--- src/rtl/sqrt_iter_unit_if.sv ---
// Start/busy/done handshake and result bus of the square-root unit.
// master: requester side; slave: sqrt_iter_unit. remainder_o with SQRT_REMAINDER_EN.
interface sqrt_iter_unit_if #(
  parameter int DATA_W = 32
);
  localparam int ROOT_W = DATA_W / 2;

  logic              start_i;
  logic [DATA_W-1:0] radicand_i;
  logic              busy_o;
  logic              done_o;
  logic [ROOT_W-1:0] root_o;
`ifdef SQRT_REMAINDER_EN
  logic [ROOT_W:0]   remainder_o;
`endif

  modport master (
    output start_i,
    output radicand_i,
    input  busy_o,
    input  done_o,
`ifdef SQRT_REMAINDER_EN
    input  remainder_o,
`endif
    input  root_o
  );

  modport slave (
    input  start_i,
    input  radicand_i,
    output busy_o,
    output done_o,
`ifdef SQRT_REMAINDER_EN
    output remainder_o,
`endif
    output root_o
  );
endinterface

--- src/rtl/sqrt_iter_unit.sv ---
// Restoring digit-by-digit integer square root, one root bit per clock.
// Ports: clk_i, rst_i (async high), bus (slave). Macro SQRT_REMAINDER_EN adds remainder_o.
module sqrt_iter_unit #(
  parameter int DATA_W = 32
) (
  input  logic            clk_i,
  input  logic            rst_i,
  sqrt_iter_unit_if.slave bus
);
  localparam int ROOT_W = DATA_W / 2;
  localparam int CNT_W  = (ROOT_W > 1) ? $clog2(ROOT_W) : 1;

  localparam logic [1:0] IDLE   = 2'd0;
  localparam logic [1:0] RUN    = 2'd1;
  localparam logic [1:0] DONE_S = 2'd2;

  logic [1:0]        state;
  logic [DATA_W-1:0] d;
  logic [ROOT_W+1:0] r;
  logic [ROOT_W-1:0] q;
  logic [CNT_W-1:0]  cnt;
  logic [ROOT_W-1:0] root_q;
`ifdef SQRT_REMAINDER_EN
  logic [ROOT_W:0]   rem_q;
`endif

  logic [ROOT_W+3:0] s_w;
  logic [ROOT_W+3:0] t_w;
  logic [ROOT_W+3:0] diff_w;
  logic              lt;
  logic [ROOT_W+1:0] r_nxt;
  logic [ROOT_W-1:0] q_nxt;
  logic              unused_bits;

  // Full-width compare; the upper two bits of S are always zero
  // because R never exceeds 2*Q, so this equals the narrow compare.
  assign s_w    = {r, d[DATA_W-1 -: 2]};
  assign t_w    = {2'b00, q, 2'b01};
  assign lt     = s_w < t_w;
  assign diff_w = s_w - t_w;
  assign r_nxt  = lt ? s_w[ROOT_W+1:0]
                     : diff_w[ROOT_W+1:0];
  assign q_nxt  = {q[ROOT_W-2:0], ~lt};

  assign unused_bits = ^{s_w[ROOT_W+3:ROOT_W+2],
                         diff_w[ROOT_W+3:ROOT_W+2],
                         r_nxt[ROOT_W+1]};

  always_ff @(posedge clk_i or posedge rst_i) begin
    if (rst_i) begin
      state  <= IDLE;
      d      <= '0;
      r      <= '0;
      q      <= '0;
      cnt    <= '0;
      root_q <= '0;
`ifdef SQRT_REMAINDER_EN
      rem_q  <= '0;
`endif
    end else begin
      unique case (1'b1)
        (state == RUN): begin
          d <= d << 2;
          r <= r_nxt;
          q <= q_nxt;
          if (cnt == '0) begin
            state  <= DONE_S;
            root_q <= q_nxt;
`ifdef SQRT_REMAINDER_EN
            rem_q  <= r_nxt[ROOT_W:0];
`endif
          end else begin
            cnt <= cnt - 1'b1;
          end
        end
        (state == IDLE),
        (state == DONE_S): begin
          if (bus.start_i) begin
            d     <= bus.radicand_i;
            r     <= '0;
            q     <= '0;
            cnt   <= CNT_W'(ROOT_W - 1);
            state <= RUN;
          end else begin
            state <= IDLE;
          end
        end
        default: state <= IDLE;
      endcase
    end
  end

  assign bus.busy_o = (state == RUN);
  assign bus.done_o = (state == DONE_S);
  assign bus.root_o = root_q;
`ifdef SQRT_REMAINDER_EN
  assign bus.remainder_o = rem_q;
`endif
endmodule

--- src/flat_wrapper.sv ---
// flat-port wrapper written by rule: the top's interface ports become plain ports
module sqrt_iter_unit_flat 
#(
  parameter int DATA_W = 32
)
  (clk_i, rst_i, bus_start_i, bus_radicand_i, bus_busy_o, bus_done_o, bus_root_o);
  sqrt_iter_unit_if #(.DATA_W(DATA_W)) bus_i ();
  input  logic clk_i;
  input  logic rst_i;
  input wire logic [$bits(bus_i.start_i)-1:0] bus_start_i;
  input wire logic [$bits(bus_i.radicand_i)-1:0] bus_radicand_i;
  output wire logic [$bits(bus_i.busy_o)-1:0] bus_busy_o;
  output wire logic [$bits(bus_i.done_o)-1:0] bus_done_o;
  output wire logic [$bits(bus_i.root_o)-1:0] bus_root_o;
  assign bus_i.start_i = bus_start_i;
  assign bus_i.radicand_i = bus_radicand_i;
  assign bus_busy_o = bus_i.busy_o;
  assign bus_done_o = bus_i.done_o;
  assign bus_root_o = bus_i.root_o;
  sqrt_iter_unit #(.DATA_W(DATA_W)) u_core (.clk_i(clk_i), .rst_i(rst_i), .bus(bus_i));
endmodule
--- config.mk ---
export PLATFORM = sky130hd
export DESIGN_NAME = sqrt_iter_unit_flat
export DESIGN_NICKNAME = d
export VERILOG_FILES = /design/src/rtl/sqrt_iter_unit_if.sv /design/src/rtl/sqrt_iter_unit.sv /design/src/flat_wrapper.sv
export SDC_FILE = /design/constraint.sdc
export NUM_CORES = 1
export LEC_CHECK = 0
export CORE_UTILIZATION = 31
export DETAILED_ROUTE_END_ITERATION = 8
export DONT_BUFFER_PORTS = 1
export PLACE_DENSITY = 0.47
export SYNTH_ARGS = -nofsm -noshare
export SYNTH_HDL_FRONTEND = slang
export SYNTH_SLANG_ARGS = --single-unit
--- constraint.sdc ---
create_clock -name clk_i -period 3.4 [get_ports clk_i]
set_clock_uncertainty 0.05 [all_clocks]
set_input_delay 0.34 -clock clk_i [delete_from_list [all_inputs] [get_ports clk_i]]
set_output_delay 0.34 -clock clk_i [all_outputs]
set_load 0.005 [all_outputs]
## Yosys cells after proc, flatten, opt, wreduce, memory -nomap -nowiden

Index checks and enable logic that the tools add are counted.

- Add/subtract/negate cells: 2
- Magnitude comparators: 1
- Equal/unequal tests: 5
- Multiplexer cells: 13
- Bitwise gates (word level): 1
- Reductions and logical operators: 7

Operators with widths:

| kind | count |
|---|---|
| one-hot mux 32 bit (2 select lines) | 1 |
| two-way mux 18 bit | 2 |
| one-hot mux 18 bit (2 select lines) | 1 |
| two-way mux 32 bit | 1 |
| one-hot mux 16 bit (2 select lines) | 1 |
| < comparator 20 x 18 -> 1 bit | 1 |
| subtractor 18 bit | 1 |
| two-way mux 16 bit | 1 |
| two-way mux 4 bit | 2 |
| one-hot mux 4 bit (2 select lines) | 1 |
| logical NOT 4 bit | 1 |
| inequality test 2 bit (second input constant) | 2 |
| one-hot mux 2 bit (2 select lines) | 1 |
| AND reduction 2 bit | 2 |
| subtractor 4 x 1 -> 4 bit (second input constant) | 1 |
| AND reduction 3 bit | 1 |
| == test 2 x 1 -> 1 bit (second input constant) | 1 |
| == test 2 bit (second input constant) | 1 |
| logical NOT 2 bit | 1 |
| two-way mux 2 bit | 1 |
| inequality test 2 x 1 -> 1 bit (second input constant) | 1 |
| nonzero test 2 bit | 1 |
| OR reduction 2 bit | 1 |
| two-way mux 1 bit | 1 |
| NOT 1 bit | 1 |

- Flip-flop bits (word level): 88
- Input port bits: 35
- Output and inout bits: 18
- Word-level logic and storage cells: 35

## Depth between registers and ports, before layout

Gate-level depths: netlist of run 1.

- Depth in word-level cells: 4
- Gate-level depth with buffers: 11
- Mapped depth without buffers: 9

## Least setup slack after synthesis of run 1

Ideal clock, no wire load.

- Path type: register -> register
- Start: reg u_core.q[11]
- End: reg u_core.r[2]
- Library setup time: 0.130 ns
- Data arrival time: 2.223 ns
- Data required time: 3.220 ns
- Setup slack: 0.997 ns
- Cell stages (with the launch flop): 12
- Buffers on the path: 2
- Period minus slack after synthesis: 2.403 ns
- Cell sequence: dfrtp_1 inv_1 ha_1 a21oi_2 o211ai_1 a21o_1 a2111oi_2 o31a_1 buf_6 buf_6 mux2i_1 o21ai_1

- Cells in the longest elaborated chain, start to end: 3

Ends and longest elaborated chain:

| item | line | text |
|---|---|---|
| start, declared | sqrt_iter_unit.sv:20 | `logic [ROOT_W-1:0] q;` |
| start signal, assigned | sqrt_iter_unit.sv:65 | `q <= q_nxt;` |
| < comparator 20 x 18 -> 1 bit | sqrt_iter_unit.sv:39 | `assign lt = s_w < t_w;` |
| two-way mux 18 bit | sqrt_iter_unit.sv:41 | `assign r_nxt = lt ? s_w[ROOT_W+1:0]` |
| one-hot mux 18 bit (2 select lines) | sqrt_iter_unit.sv:61 | `unique case (1'b1)` |
| end signal, assigned | sqrt_iter_unit.sv:64 | `r <= r_nxt;` |
| end, declared | sqrt_iter_unit.sv:19 | `logic [ROOT_W+1:0] r;` |

No other way between the ends.
A chain may end at the register's enable or synchronous reset.

## Worst setup path after layout of run 1

- Start: reg u_core.q[11]
- End: reg u_core.r[15]

- Cells in the longest elaborated chain, start to end: 3
- Elaborated cells on any way between the ends: 4
- Those cells by class: 1 x add/sub; 1 x order compare; 2 x mux

Ends and longest elaborated chain:

| item | line |
|---|---|
| subtractor 18 bit / < comparator 20 x 18 -> 1 bit (equally long branches) | sqrt_iter_unit.sv:40, sqrt_iter_unit.sv:39 |
| two-way mux 18 bit * | sqrt_iter_unit.sv:41 |
| one-hot mux 18 bit (2 select lines) * | sqrt_iter_unit.sv:61 |

Mark *: on every way between the ends. The rest lies on a longest branch, timed or not.

==> run metrics, run 1 <==
r2r setup slk 0.39 ns; Starting DRT DRC Count 196; largest net degree at the start of global routing 53; Post CTS Setup Buffer Count 0; Clk pin slew, worst setup/hold paths 0.07 ns; vias in the first global route 3,276; first-pass GRT wire length 16.3 mm; H-tree depth 3; Max Fclk 333 MHz; critical path arrival 3.17 ns; final hold viol count 0; drc violations 0; Buf/Inv on CP 2; Final Worst Setup Slack 0.394 ns; Crit path max-delay family compound AO/OA/AOI/OAI gates; Slew Viols, Final 0; Tot Pwr 5.82 mW; Req. time, crit path 3.56 ns; initial antenna violation count 0; hold path cells 2; largest fanout on the critical path 17; fin area 5020 um2; endpoints failing setup 0; root buffer selected by CTS clkbuf_16; CTS Sinks 88; Peak VDD IR 0.000293 V; Pleak 2.29 nW; Max-Cap Viols 0; Register-to-Register Path Depth 10; GRT Residual Overflow 0; synth warn 0; DR vias/cell 4.99; GRT Total Usage 0.141; pre-CTS WS 0.421 ns; crit-path max cell delay 0.58 ns; relative slew slack 0.386; Post-CTS Resized 0; slowest cell on the critical path o31a_1; worst skew pair latency 0.35 ns; First-pass DRT Iterations 4; startpoint types flop; WL/cell 15.0 um; commonest non-fill, non-tap cell in the layout nand2_1; synth unique cells 43; antenna fix cells 0; Post-Syn Area per Cell 9.44 um2; Worst Hold Class primary input to flop; period utilization 0.884; crit-path cells inv_1 -> ha_1 -> a21oi_2 -> o211ai_1 -> a21o_1 -> a2111oi_2 -> o31a_1 -> buf_12 -> nand2b_1 -> o21ai_0; most frequent cells in the layout nand2_1, dfrtp_1, o21ai_0; GPL Wtd Cong 0.819; Inst Count DP 642; IO Pins 53; Site Rows 43; clk buf depth 2; Non-Filler Instances 659; Initial Util 0.322; hold_buf cts 1; Cell Area, Placed 4720 um2; Final #Nets 527; R2R Path Start u_core.q[11]; post-route ant nets 0; Hold EP u_core.d[25]; Pwr Density 1160 nW/um2; Syn Inst Count 479; Total Routed Length 9.89 mm; TritonCTS buffer count 9; Worst Max-Slew Pin Slew 0.919 ns; die width 123 um; worst hold start bus_radicand_i[25]; share of cells above drive strength 1 0.0731; TritonCTS clock tree done; Final min period 3.01 ns; die area 15,100 um2; Yosys reg bits 88; Synth Cell Area 4520 um2; Crit Path Category flop to flop; area delta synth->final 11.0%; filler instances 1,389; register area share after synthesis 0.487; status finished, final reports clean; DR vias 3,288; Critical Path Sink Type flop; TNS Setup 0 ns; I/O Buffers 0; RSZ-0062 raised after global routing no; reg-to-reg endpoint u_core.r[15]; DIE HEIGHT 123 um; core area 14,000 um2; Mapped Nets 532; hpwl dp 6.96 mm
==> worst max-delay path by stage <==
stage                             from              endpoint  slack [ns]  depth (start not counted)
final                     u_core.q[11]          u_core.r[15]        0.39                         10
after global routing      u_core.q[11]           u_core.r[9]        0.13                         10
after CTS                 u_core.q[11]          u_core.r[15]        0.40                         10
after detailed placement  u_core.q[11]          u_core.r[15]        0.42                         10
after global placement    u_core.q[11]          u_core.r[15]        0.54                         10
after floorplan                  rst_i  u_core.bus.root_o[0]        0.73                          1
==> report_power, final <==
group / total [mW] / internal [mW] / switching (mW) / leakage, nW
clock: 1.00 / 0.571 / 0.429 / 0.146
combinational: 2.94 / 1.26 / 1.68 / 1.04
sequential: 1.88 / 1.55 / 0.335 / 1.10
total: 5.82 / 3.38 / 2.45 / 2.29
==> Yosys cell counts (all sizes together) <==
cell type,number,area [um2]
nor3b,1,7.51
nand2,90,338
nor2,18,67.6
xnor2,7,61.3
a21o,4,37.5
o311ai,4,35.0
o31a,2,17.5
dfrtp,88,2200
o211ai,3,27.5
o31ai,1,7.51
nor3,5,25.0
or4b,1,10.0
ha,18,225
a41oi,1,8.76
nand3,11,60.1
o21a,6,45.0
a31o,1,8.76
nand2b,5,31.3
a2111oi,1,15.0
or3,2,12.5
a21oi,19,103
o21bai,2,15.0
or2,2,12.5
clkbuf,16,60.1
xor2,6,52.6
a211oi,1,7.51
o41a,1,11.3
buf,8,46.3
and3,3,18.8
a31oi,1,6.26
o21ai,80,400
a32oi,6,52.6
mux2i,39,390
nor2b,2,12.5
inv,24,90.1
==> state kept, by name, indices dropped and copies added, names as in the netlist <==
| register | flops |
|---|---|
| u_core.state | 2 |
| u_core.r | 18 |
| u_core.cnt | 4 |
| u_core.d | 32 |
| u_core.q | 16 |
| u_core.bus.root_o | 16 |
==> final cells by class <==
| class | count | area [um2] | area share |
|---|---|---|---|
| clock buffer | 9 | 225 | 0.0449 |
| clock inverter | 7 | 70.1 | 0.0140 |
| inverter | 24 | 91.3 | 0.0182 |
| multi-input combinational | 343 | 2130 | 0.424 |
| sequential | 88 | 2200 | 0.439 |
| tap | 180 | 225 | 0.0449 |
| timing repair buffer | 8 | 75.1 | 0.0150 |
==> metal layers <==
metal | share of wire | track usage | up-vias
met5 | 0 | 0 | -
met4 | 0.019 | 0.0617 | 0
met3 | 0.056 | 0.0349 | 14
met2 | 0.44 | 0.222 | 62
met1 | 0.48 | 0.183 | 1562
li1 | - | - | 1650
==> kinds of logic after synthesis <==
logic type,count (synthesis),synth area share
xor+xnor,13,0.0252
fa+ha+maj,18,0.0498
compound gates,133,0.177
simple gates,140,0.132
buf+inv,48,0.0434
flops,88,0.487
mux,39,0.0863
==> metrics by stage <==
stage	hold WS, ns	utilization
after global placement	0.359	0.336
after detailed placement	0.367	0.336
final	0.141	0.358
after CTS	0.131	0.358
after global routing	0.137	0.358
after floorplan	0.397	-
==> worst reg2reg max path: stages (launching register included) <==
cell	delay, ns
dfrtp_1	0.34
inv_1	0.07
ha_1	0.37
a21oi_2	0.22
o211ai_1	0.14
a21o_1	0.20
a2111oi_2	0.37
o31a_1	0.58
buf_12	0.23
nand2b_1	0.18
o21ai_0	0.13
(Power assumes the default switching activity.)
==> run 2: changes to the inputs <==
- CTS_BUF_LIST: not set -> sky130_fd_sc_hd__clkbuf_8
==> run metrics, run 2 (synthesis results as in run 1) <==
Max Fclk 333 MHz (+0.14%); Post CTS Setup Buffer Count 0 (unchanged); Switching Fraction 0.435 (+0.0145); DR vias 3,300 (+0.36%); TNS Setup 0 ns (unchanged); Post-CTS Resized 0 (unchanged); root buffer selected by CTS clkbuf_8; IO Pins 53 (unchanged); critical path arrival 3.19 ns (+0.02 ns); relative slew slack 0.381 (-0.00492); Crit Path Category flop to flop; Largest regs u_core.d: 32 flops, u_core.r: 18 flops; initial antenna violation count 0 (unchanged); GPL Wtd Cong 0.819 (unchanged); crit-path cells inv_1 -> ha_1 -> a21oi_2 -> o211ai_1 -> a21o_1 -> a2111oi_2 -> o31a_1 -> buf_12 -> nand2b_1 -> o21ai_0; Final Worst Setup Slack 0.398 ns (+0.00433 ns); Clk pin slew, worst setup/hold paths 0.10 ns (+0.03 ns); Final min period 3.00 ns (-0.00433 ns); Total Routed Length 9.84 mm (-0.57%); Pleak 2.24 nW (-2.0%); share of cells above drive strength 1 0.0731 (unchanged); antenna fix cells 0 (unchanged); TritonCTS buffer count 9 (unchanged); Initial Util 0.322 (unchanged); area occupied by multi-input gates 2130 um2 (unchanged); final hold viol count 0 (unchanged); uppermost layer routed met4; met1 wire length 4.93 mm (+3.1%); clk buf depth 2 (unchanged); post-route ant nets 0 (unchanged); Max-Cap Viols 0 (unchanged); net switching power 2.42 mW (-1.2%); routed wl met2 4.34 mm (-0.39%); I/O Buffers 0 (unchanged); Slew Viols, Final 0 (unchanged); filler instances 1,403 (+1.0%); CTS Sinks 88 (unchanged); drc violations 0 (unchanged); Starting DRT DRC Count 219 (+12%); GRT Residual Overflow 0 (unchanged); pre-CTS WS 0.421 ns (unchanged); largest net degree at the start of global routing 53 (unchanged); Final #Nets 527 (unchanged); GRT Total Usage 0.139 (-0.00259); Peak VDD IR 0.000249 V (-15%); TritonCTS clock tree done; area delta synth->final 8.80%; Seq pwr share 0.338 (+0.015); combinational power share 0.529 (+0.024); die width 123 um (unchanged); Internal Power 3.14 mW (-6.9%); Top reg by flops u_core.d; met3 wire len 436 um (-21%); Req. time, crit path 3.58 ns (+0.02 ns); H-tree depth 3 (unchanged); slowest cell on the critical path o31a_1; endpoints failing setup 0 (unchanged); Critical Path Sink Type flop; DIE HEIGHT 123 um (unchanged); storage element area 2200 um2 (unchanged); first-pass GRT wire length 16.2 mm (-0.55%); Pwr Density 1130 nW/um2 (-2.5%); status finished, final reports clean; core area 14,000 um2 (unchanged); most frequent cells in the layout nand2_1, dfrtp_1, o21ai_0; Crit path max-delay family compound AO/OA/AOI/OAI gates; RSZ-0062 raised after global routing no; Inst Count DP 642 (unchanged); WL/cell 14.9 um (-0.57%); Worst Max-Slew Pin Slew 0.926 ns (+0.00736 ns); worst skew pair latency 0.36 ns (about the same); Tot Pwr 5.56 mW (-4.5%); commonest non-fill, non-tap cell in the layout nand2_1; Site Rows 43 (unchanged); First-pass DRT Iterations 4 (unchanged); die area 15,100 um2 (unchanged); Clock power frac 0.133 (-0.039); DR vias/cell 5.01 (+0.36%); crit-path max cell delay 0.56 ns (-0.02 ns); Buf/Inv on CP 2 (unchanged); period utilization 0.883 (-0.00127); hpwl dp 6.96 mm (unchanged); vias in the first global route 3,245 (-0.95%); Non-Filler Instances 659 (unchanged); Largest register FFs 32 (unchanged); largest fanout on the critical path 17 (unchanged); startpoint types flop; Worst Hold Class primary input to flop
-- run 2: worst paths after layout --
check	from	slack, ns	to	cells past startpoint
min in group asynchronous	rst_i	0.52	u_core.d[14]	2
min reg2reg	u_core.d[20]	0.44	u_core.d[20]	2
max reg2reg	u_core.q[11]	0.40	u_core.r[15]	10
max in group asynchronous	rst_i	1.86	u_core.q[8]	3
min	bus_radicand_i[25]	0.12	u_core.d[25]	2
max	u_core.q[11]	0.40	u_core.r[15]	10
-- run 2: area by class of cell --
class / count / area share
inverter: 24 / 0.0186
sequential: 88 / 0.448
clock inverter: 7 / 0.0142
timing repair buffer: 8 / 0.0153
tap: 180 / 0.0458
multi-input combinational: 343 / 0.433
clock buffer: 9 / 0.0252
-- run 2: per-stage QoR --
stage                      util  area, um2  hold slack [ns]
after floorplan               -       4520            0.397
after global placement    0.336       4720            0.359
after detailed placement  0.336       4720            0.367
after CTS                 0.350       4920           0.0986
after global routing      0.350       4920            0.108
final                     0.350       4920            0.117
-- run 2: per-layer routing --
layer	vias to the layer above	global-route usage
met5	-	0
met4	0	0.0526
met3	8	0.0283
met2	52	0.220
met1	1586	0.185
li1	1654	-
-- run 2: worst reg2reg max path, delay by kind of cell, from the launching register on --
family / cells / cell delay, ns
and+or+nand+nor: 1 / 0.17
DFF: 1 / 0.35
buffers and inverters: 2 / 0.30
adders and majority gates: 1 / 0.37
AOI/OAI and AO/OA: 6 / 1.63
-- run 2: what timing repair did --
item / CTS / global route
endpoints found under the setup margin: 0 / 0
hold buffers: 1 / 0
hold endpoints to repair: 44 / 0
-- run 2: power groups by stage --
stage	logic (mW)	clock network [mW]	registers [mW]
floorplan	2.43	0	1.79
global placement	2.93	0	1.90
detailed placement	2.97	0	1.91
global route	3.36	0.809	1.95
CTS	2.97	0.768	1.89
finish	2.94	0.738	1.88
==> run 3: changes to the inputs <==
==> constraint.sdc (replaced) <==
create_clock -name clk_i -period 3.4 [get_ports clk_i]
set_clock_uncertainty 0.05 [all_clocks]
set_input_delay 0.17 -clock clk_i [delete_from_list [all_inputs] [get_ports clk_i]]
set_output_delay 0.17 -clock clk_i [all_outputs]
set_load 0.005 [all_outputs]
==> run metrics, run 3 (synthesis results as in run 1) <==
status finished, final reports clean; most frequent cells in the layout nand2_1, dfrtp_1, o21ai_0; endpoints failing setup 0 (unchanged); Pleak 2.39 nW (+6.8%); GRT Residual Overflow 0 (unchanged); DR vias 3,363 (+1.9%); root buffer selected by CTS clkbuf_8; TNS Setup 0 ns (unchanged); Largest register FFs 32 (unchanged); drc violations 0 (unchanged); Post-Route Utilization 0.376 (+0.0259); DIE HEIGHT 123 um (unchanged); Initial Util 0.322 (unchanged); pre-CTS WS 0.475 ns (+0.0538 ns); R2R Path Start u_core.q[11]; worst skew pair latency 0.36 ns (about the same); Final #Nets 560 (+6.3%); Max-Cap Viols 0 (unchanged); TritonCTS clock tree done; Top reg by flops u_core.d; core area 14,000 um2 (unchanged); Site Rows 43 (unchanged); Slew Viols, Final 0 (unchanged); I/O Buffers 0 (unchanged); DR vias/cell 4.86 (-3.0%); Pwr Density 1070 nW/um2 (-5.7%); Post-CTS Resized 0 (unchanged); largest fanout on the critical path 19 (+2); initial antenna violation count 0 (unchanged); Critical Path Sink Type flop; Worst Setup EP u_core.r[16]; first-pass GRT wire length 16.6 mm (+2.9%); GRT Total Usage 0.144 (+0.00525); die area 15,100 um2 (unchanged); IO Pins 53 (unchanged); Register-to-Register Path Depth 10 (unchanged); critical path arrival 3.11 ns (-0.08 ns); final hold viol count 0 (unchanged); commonest non-fill, non-tap cell in the layout nand2_1; share of cells above drive strength 1 0.0605 (-0.0125); post-route ant nets 0 (unchanged); CTS Sinks 88 (unchanged); Worst Hold Class primary input to flop; startpoint types flop; Largest regs u_core.d: 32 flops, u_core.r: 18 flops; relative slew slack 0.379 (-0.00214); Non-Filler Instances 692 (+5.0%); H-tree depth 3 (unchanged); clk buf depth 2 (unchanged); hpwl dp 6.90 mm (-0.85%); TritonCTS buffer count 9 (unchanged); antenna fix cells 0 (unchanged); period utilization 0.861 (-0.0219); origin of the worst setup path u_core.q[11]; Worst Max-Slew Pin Slew 0.931 ns (+0.00437 ns); Max Fclk 342 MHz (+2.5%); First-pass DRT Iterations 4 (unchanged); reg-to-reg endpoint u_core.r[16]; Starting DRT DRC Count 275 (+26%); Clk pin slew, worst setup/hold paths 0.09 ns (about the same); r2r setup slk 0.47 ns (+0.07 ns); Inst Count DP 640 (-0.31%); Final min period 2.93 ns (-0.0746 ns); vias in the first global route 3,376 (+4.0%); WL/cell 14.5 um (-2.8%); GPL Wtd Cong 0.887 (+8.3%); largest net degree at the start of global routing 87 (+64%); Total Routed Length 10.0 mm (+2.1%); Req. time, crit path 3.58 ns (about the same); RSZ-0062 raised after global routing no; fin area 5280 um2 (+7.4%); Cell Area, Placed 4730 um2 (+0.21%); Crit Path Category flop to flop; Peak VDD IR 0.000349 V (+40%); Final Worst Setup Slack 0.473 ns (+0.0746 ns); area delta synth->final 16.9%; die width 123 um (unchanged)
[run 3: cell count changes in the layout (fill, tap and decap cells not counted), sizes merged]
cell	before	now
clkinvlp	1	0
buf	7	5
clkinv	4	3
inv	25	26
dlygate4sd3	1	36
clkbuf	9	10
[run 3: routing by layer]
metal	vias up	part of all wire	track usage
met2	69	0.44	0.230
met1	1570	0.49	0.189
li1	1712	-	-
met5	-	0	0
met4	0	0.020	0.0587
met3	12	0.054	0.0297
[run 3: power by group]
group	switching [mW]	internal (mW)	leakage [nW]
clock	0.377	0.358	0.109
combinational	1.73	1.30	1.18
sequential	0.326	1.54	1.10
[run 3: worst max-delay path: stages (launching register included)]
cell and delay (ns):
dfrtp_1 0.35, inv_1 0.07, ha_1 0.37, a21oi_2 0.22, o211ai_1 0.15, a21o_1 0.21, a2111oi_2 0.35, o31a_1 0.51
buf_12 0.23, nand2b_1 0.17, o21ai_0 0.12
[run 3: timing repair]
| item | CTS | global route |
|---|---|---|
| hold buffers | 36 | 0 |
| buffers inserted | 0 | 0 |
| endpoints found under the hold margin | 84 | 0 |
[run 3: how the worst min path moves through the flow]
| stage | to | depth (start not counted) | slack, ns | start |
|---|---|---|---|---|
| 6_report | u_core.cnt[3] | 2 | 0.13 | bus_start_i |
| 5_1_grt | u_core.cnt[3] | 2 | 0.12 | bus_start_i |
| 4_1_cts | u_core.cnt[3] | 2 | 0.11 | bus_start_i |
| 3_5_place_dp | u_core.d[14] | 1 | 0.25 | rst_i |
| 3_3_place_gp | u_core.d[14] | 1 | 0.23 | rst_i |
| 2_1_floorplan | u_core.d[10] | 2 | 0.32 | bus_radicand_i[10] |
[run 3: area by class of cell]
class                      instances  area (um2)
fill                            1382        8760
sequential                        88        2200
multi-input combinational        343        2130
timing repair buffer              41         435
tap                              180         225
clock buffer                      10         138
inverter                          24        91.3
clock inverter                     6        60.1
[run 3: stage by stage]
| stage | hold slack [ns] | power, mW |
|---|---|---|
| 6_report | 0.127 | 5.63 |
| 5_1_grt | 0.120 | 6.19 |
| 4_1_cts | 0.107 | 5.70 |
| 3_5_place_dp | 0.246 | 4.91 |
| 3_3_place_gp | 0.230 | 4.85 |
| 2_1_floorplan | 0.316 | 4.21 |
